===== config.mk =====
export PLATFORM = sky130hd
export DESIGN_NAME = mix_columns_seq
export DESIGN_NICKNAME = d
export VERILOG_FILES = /design/src/rtl/aes_pkg.sv /design/src/rtl/mix_column_unit.sv /design/src/rtl/mix_columns_seq.sv
export SDC_FILE = /design/constraint.sdc
export NUM_CORES = 1
export LEC_CHECK = 0
export ABC_AREA = 1
export BUFFER_PORTS_ARGS = -buffer_cell sky130_fd_sc_hd__buf_4
export CAP_MARGIN = 10
export CORE_ASPECT_RATIO = 1.25
export CORE_MARGIN = 10
export CORE_UTILIZATION = 50
export CTS_CLUSTER_DIAMETER = 120
export DETAILED_ROUTE_END_ITERATION = 8
export PLACE_DENSITY = 0.76
export SLEW_MARGIN = 10
export SYNTH_ARGS = -nofsm -noshare
export SYNTH_HDL_FRONTEND = slang
export SYNTH_HIERARCHICAL = 1
export SYNTH_SLANG_ARGS = --single-unit

===== constraint.sdc =====
create_clock -name clk -period 3.4 [get_ports clk]
set_input_delay 0 -clock clk [delete_from_list [all_inputs] [get_ports clk]]
set_output_delay 0 -clock clk [all_outputs]
set_load 0.005 [all_outputs]

===== src/rtl/aes_pkg.sv =====
// Shared AES datapath definitions: field polynomial, mode encodings, FSM states
// and the GF(2^8) doubling helper used by the column transform.
package aes_pkg;

  localparam logic [7:0] GF_POLY = 8'h1b;
  localparam int COL_W = 32;

  localparam logic MODE_FWD = 1'b0;
  localparam logic MODE_INV = 1'b1;

  typedef enum logic [1:0] {
    IDLE = 2'd0,
    BUSY = 2'd1,
    DONE = 2'd2
  } state_t;

  // Multiply by x in GF(2^8) modulo x^8+x^4+x^3+x+1.
  function automatic logic [7:0] xtime(input logic [7:0] x);
    return {x[6:0], 1'b0} ^ (x[7] ? GF_POLY : 8'h00);
  endfunction

endpackage


===== src/rtl/mix_column_unit.sv =====
// Combinational MixColumns / InvMixColumns on one 32-bit column (row 0 in the MSB).
module mix_column_unit
  import aes_pkg::*;
#(
  parameter bit INV_EN = 1'b1
) (
  input  logic             mode,
  input  logic [COL_W-1:0] col,
  output logic [COL_W-1:0] res
);

  logic [7:0] a  [4];
  logic [7:0] x2 [4];
  logic [7:0] x4 [4];
  logic [7:0] x8 [4];
  logic [7:0] fwd[4];
  logic [7:0] inv[4];
  logic       use_inv;

  always_comb begin
    for (int i = 0; i < 4; i++) begin
      a[i]  = col[31-8*i -: 8];
      x2[i] = xtime(a[i]);
      x4[i] = xtime(x2[i]);
      x8[i] = xtime(x4[i]);
    end
  end

  // Row r uses coefficients rotated right by r: fwd {2,3,1,1}, inv {e,b,d,9}.
  always_comb begin
    for (int r = 0; r < 4; r++) begin
      fwd[r] = x2[r] ^ x2[(r+1)%4] ^ a[(r+1)%4] ^ a[(r+2)%4] ^ a[(r+3)%4];
      inv[r] = 8'h00;
      if (INV_EN) begin
        inv[r] = (x8[r] ^ x4[r] ^ x2[r])
               ^ (x8[(r+1)%4] ^ x2[(r+1)%4] ^ a[(r+1)%4])
               ^ (x8[(r+2)%4] ^ x4[(r+2)%4] ^ a[(r+2)%4])
               ^ (x8[(r+3)%4] ^ a[(r+3)%4]);
      end
    end
  end

  assign use_inv = INV_EN && (mode == MODE_INV);

  always_comb begin
    res = '0;
    for (int r = 0; r < 4; r++) begin
      res[31-8*r -: 8] = use_inv ? inv[r] : fwd[r];
    end
  end

endmodule


===== src/rtl/mix_columns_seq.sv =====
// Sequential MixColumns engine: accepts an NB-column state, transforms
// COLS_PER_CYCLE columns per clock, then holds the result until taken.
module mix_columns_seq
  import aes_pkg::*;
#(
  parameter int NB             = 4,
  parameter int COLS_PER_CYCLE = 1,
  parameter bit INV_EN         = 1'b1
) (
  input  logic               clk,
  input  logic               rst,
  input  logic               in_valid,
  output logic               in_ready,
  input  logic               in_mode,
  input  logic [32*NB-1:0]   in_data,
  output logic               out_valid,
  input  logic               out_ready,
  output logic [32*NB-1:0]   out_data
);

  localparam int N     = NB / COLS_PER_CYCLE;
  localparam int CNT_W = (N > 1) ? $clog2(N) : 1;

  generate
    if (!(COLS_PER_CYCLE == 1 || COLS_PER_CYCLE == 2 || COLS_PER_CYCLE == 4) ||
        (NB % COLS_PER_CYCLE) != 0) begin : g_bad_cfg
      $error("mix_columns_seq: COLS_PER_CYCLE must be 1, 2 or 4 and divide NB");
    end
  endgenerate

  // Handshakes: a transfer happens on a rising edge where valid and ready are
  // both 1; valid is held by its source until then, and data is stable with it.

  state_t             state;
  logic [CNT_W-1:0]   cnt;
  logic               mode_q;
  logic [32*NB-1:0]   work;
  logic [32*NB-1:0]   work_nxt;
  logic [COL_W-1:0]   grp_in [COLS_PER_CYCLE];
  logic [COL_W-1:0]   grp_out[COLS_PER_CYCLE];
  int                 grp_base;

  assign grp_base = (N > 1) ? int'(cnt) * COLS_PER_CYCLE : 0;

  always_comb begin
    for (int g = 0; g < COLS_PER_CYCLE; g++) begin
      grp_in[g] = work[(grp_base + g)*COL_W +: COL_W];
    end
  end

  for (genvar g = 0; g < COLS_PER_CYCLE; g++) begin : g_unit
    mix_column_unit #(.INV_EN(INV_EN)) u_col (
      .mode (mode_q),
      .col  (grp_in[g]),
      .res  (grp_out[g])
    );
  end

  // Only the selected column group changes; the rest pass through.
  always_comb begin
    work_nxt = work;
    for (int g = 0; g < COLS_PER_CYCLE; g++) begin
      work_nxt[(grp_base + g)*COL_W +: COL_W] = grp_out[g];
    end
  end

  always_ff @(posedge clk or posedge rst) begin
    if (rst) begin
      state     <= IDLE;
      cnt       <= '0;
      mode_q    <= MODE_FWD;
      work      <= '0;
      in_ready  <= 1'b1;
      out_valid <= 1'b0;
    end else begin
      case (state)
        IDLE: begin
          if (in_valid) begin
            work     <= in_data;
            mode_q   <= INV_EN ? in_mode : MODE_FWD;
            cnt      <= '0;
            in_ready <= 1'b0;
            state    <= BUSY;
          end
        end
        BUSY: begin
          work <= work_nxt;
          if (cnt == CNT_W'(N - 1)) begin
            cnt       <= '0;
            out_valid <= 1'b1;
            state     <= DONE;
          end else begin
            cnt <= cnt + 1'b1;
          end
        end
        DONE: begin
          if (out_ready) begin
            out_valid <= 1'b0;
            in_ready  <= 1'b1;
            state     <= IDLE;
          end
        end
        default: begin
          state     <= IDLE;
          in_ready  <= 1'b1;
          out_valid <= 1'b0;
        end
      endcase
    end
  end

  assign out_data = work;

endmodule


==> metrics.csv <==
metric;value;unit
Fin. Hold Viols;0;
count leader, synth;nand2_1;
layout cells sized above 1;0.273;
Synth warnings;6;
Hold Crit Class;primary input to register;
DRC viols;0;
dpl cell area;16800;um2
CP Cell Sequence;buf_4 > buf_12 > o21ai_0 > o22ai_1 > buf_6 > inv_1 > nand2_1 > nand2_2 > buf_12 > xor2_2 > xor2_2 > buf_4 > xnor2_1 > o21ai_2 > buf_4 > inv_1 > nor2_2 > nand2_1 > nand2_1 > nand2_1 > nand2_1;
CP dominant cell by count;nand2_1;
CP endpoint kind;register;
Syn Inst Count;2242;
violated checks;setup timing;
drt pass-1 iters;7;
Core ar.;26100;um2
initial DRC count;2558;
Reg clk slew, reported paths;0.07;ns
post-synthesis async set-or-reset flop share;1.00;
Max Fclk;290;MHz
CTS buffer count;17;
Vias;18200;
Die H;202;um
Seq/Total Area, Yosys;0.255;
worst setup margin;-0.0535;ns
clock latency at the later pin of the worst-skew pair;0.44;ns
CP Class;register to register;
Critical Path Max Stage Delay;0.45;ns
Horiz. Die Dim;166;um
MaxCap Viol Count;0;
synthesized area;13300;um2
vias in the first global route;17200;
P&R area growth vs syn;48.1;%
Slew @ Worst Pin;1.02;ns
All-Layer GR Usage;0.388;
CP required;3.78;ns
CTS sink count;135;
pre-CTS setup slack;-0.104;ns
Post-synth EDFFs;0;
CP Launch Type;register;
Worst Path Arrival;3.83;ns
I/O pins;263;
synth unique cells;44;
filler cell count;1969;
storage element area;3380;um2
Initial Util;0.509;
Root Driver;clkbuf_16;
I/O Buffers;262;
Routability Congestion;1.10;
Yosys top cell area share;0.271;
dominant cell type by area after synthesis;nand2_1;
status;finished with violations;
Max Fanout on Critical Path;25;
Net Count, Synth;2380;
fin. max-slew vios;0;
Routed Antenna Nets;0;
Detailed Route WL;69800;um
Critical path buffers and inverters;8;
die area;33500;um2
htree depth;4;
number of core rows;66;
CTS tree;yes;
post-DR wirelength/cell;22.2;um
post-layout min period;3.45;ns
delay-heaviest family, CP;buffers and inverters;
slowest CP cell;dfrtp_2;
fin crit share;1.02;
multi-input gate area in the final layout;9360;um2
design area;19700;um2
first-pass GRT wire length;102000;um
Post-synth top cells;957 x nand2_1, 324 x nor2_1, 149 x nand3_1, 134 x dfrtp_1, 121 x xor2_1;
Avg Synthesized Cell Area;5.92;um2
clock skew;0.0115;ns
ys flop type;dfrtp_1;
pin count of the biggest net entering global routing;87;
DR vias/cell;5.78;
Post-DP HPWL;50500;um
relative slew slack;0.318;
Max Root-Sink Buffers;2;
Final nets;2922;
initial antenna violation count;3;
Synth Register Bits;135;
Area contributors post-synth;nand2_1 27%, dfrtp_1 25%, nor2_1 9.2%;
global route total overflow;0;
unrepaired setup endpoints after global routing;true;
Final setup viols;5;
-- registers in the layout, indices dropped and copies added (netlist names) --
name and cells:
state 2, out_data 128, in_ready 1, cnt 2, out_valid 1, mode_q 1
-- per-stage QoR --
stage / std cells / setup TNS [ns] / hold WS, ns / util
after floorplan: 2242 / 0 / 0.145 / -
after global placement: 2941 / -0.244 / 0.0886 / 0.643
after CTS: 3111 / 0 / 0.0354 / 0.720
after global routing: 3140 / -1.59 / 0.0752 / 0.753
after detailed placement: 2941 / -0.704 / 0.0915 / 0.643
final: 3141 / -0.0860 / 0.0562 / 0.754
-- final cells by class --
cell class                 count  area share
sequential                   135       0.172
clock buffer                  21      0.0229
tap                          340      0.0216
clock inverter                11     0.00636
timing repair buffer         639       0.271
timing repair inverter         1    0.000255
inverter                     147      0.0291
multi-input combinational   1843       0.476
antenna                        4    0.000509
-- final timing paths --
check                                 start      endpoint  slack [ns]  cells past startpoint
worst max-delay path                 cnt[0]  out_data[40]       -0.05                     21
min in group asynchronous               rst  out_data[54]        0.18                      3
max in group asynchronous               rst        cnt[1]        2.04                      4
worst min-delay path            in_data[82]  out_data[82]        0.06                      5
worst min register to register     in_ready      in_ready        0.51                      2
worst max register to register       cnt[0]  out_data[40]       -0.05                     21
-- routing by layer --
metal,vias to the layer above,GRT usage,wire length [um]
met5,-,0,0
met4,0,0.325,7510
li1,7940,-,-
met3,484,0.0798,7940
met2,1575,0.637,31600
met1,8153,0.424,22700
-- timing repair --
item,in CTS,in global routing
endpoints found under the hold margin,157,0
pin swaps,1,35
gates cloned,0,2
buffers inserted,5,24
hold buffers,133,0
endpoints found under the setup margin,25,108
resized for setup,14,180
-- cells by family after synthesis --
kind of cell    after synthesis  share of synthesized area
flops                       135                      0.255
simple gates               1497                      0.453
compound gates              147                     0.0598
xor+xnor                    193                      0.137
fa+ha+maj                     5                    0.00471
mux                           1                   0.000754
buf+inv                     264                     0.0907
-- worst register-to-register path, cell delays in order, from the launching register on --
cell and delay [ns]:
dfrtp_2 0.45, buf_4 0.16, buf_12 0.15, o21ai_0 0.23, o22ai_1 0.13, buf_6 0.16
inv_1 0.10, nand2_1 0.07, nand2_2 0.08, buf_12 0.14, xor2_2 0.20, xor2_2 0.27
buf_4 0.17, xnor2_1 0.08, o21ai_2 0.18, buf_4 0.15, inv_1 0.09, nor2_2 0.20
nand2_1 0.12, nand2_1 0.10, nand2_1 0.07, nand2_1 0.09
-- cell usage in the layout, fill, tap and decap left out, types with 6 or more instances in the layout --
cell type and count:
nand3_2 6, nand2_1 903, xnor2_2 15, o21ai_0 63, or2_1 6, or2_2 11, o21ai_2 8, buf_12 13
buf_4 486, dfrtp_1 132, nor2_1 301, nand2_2 69, inv_2 26, o22ai_2 7, nand3_1 141, a21oi_1 19
clkinv_1 6, xor2_1 104, dlygate4sd3_1 133, xnor2_1 47, o21ai_1 18, nor2_2 26, inv_1 109, xor2_2 20
o22ai_1 26, nand2_4 17, clkbuf_16 18
Power is left out: the tool's default activity adds up to more than one toggle a clock period on the data nets, which glitch-free logic cannot reach.
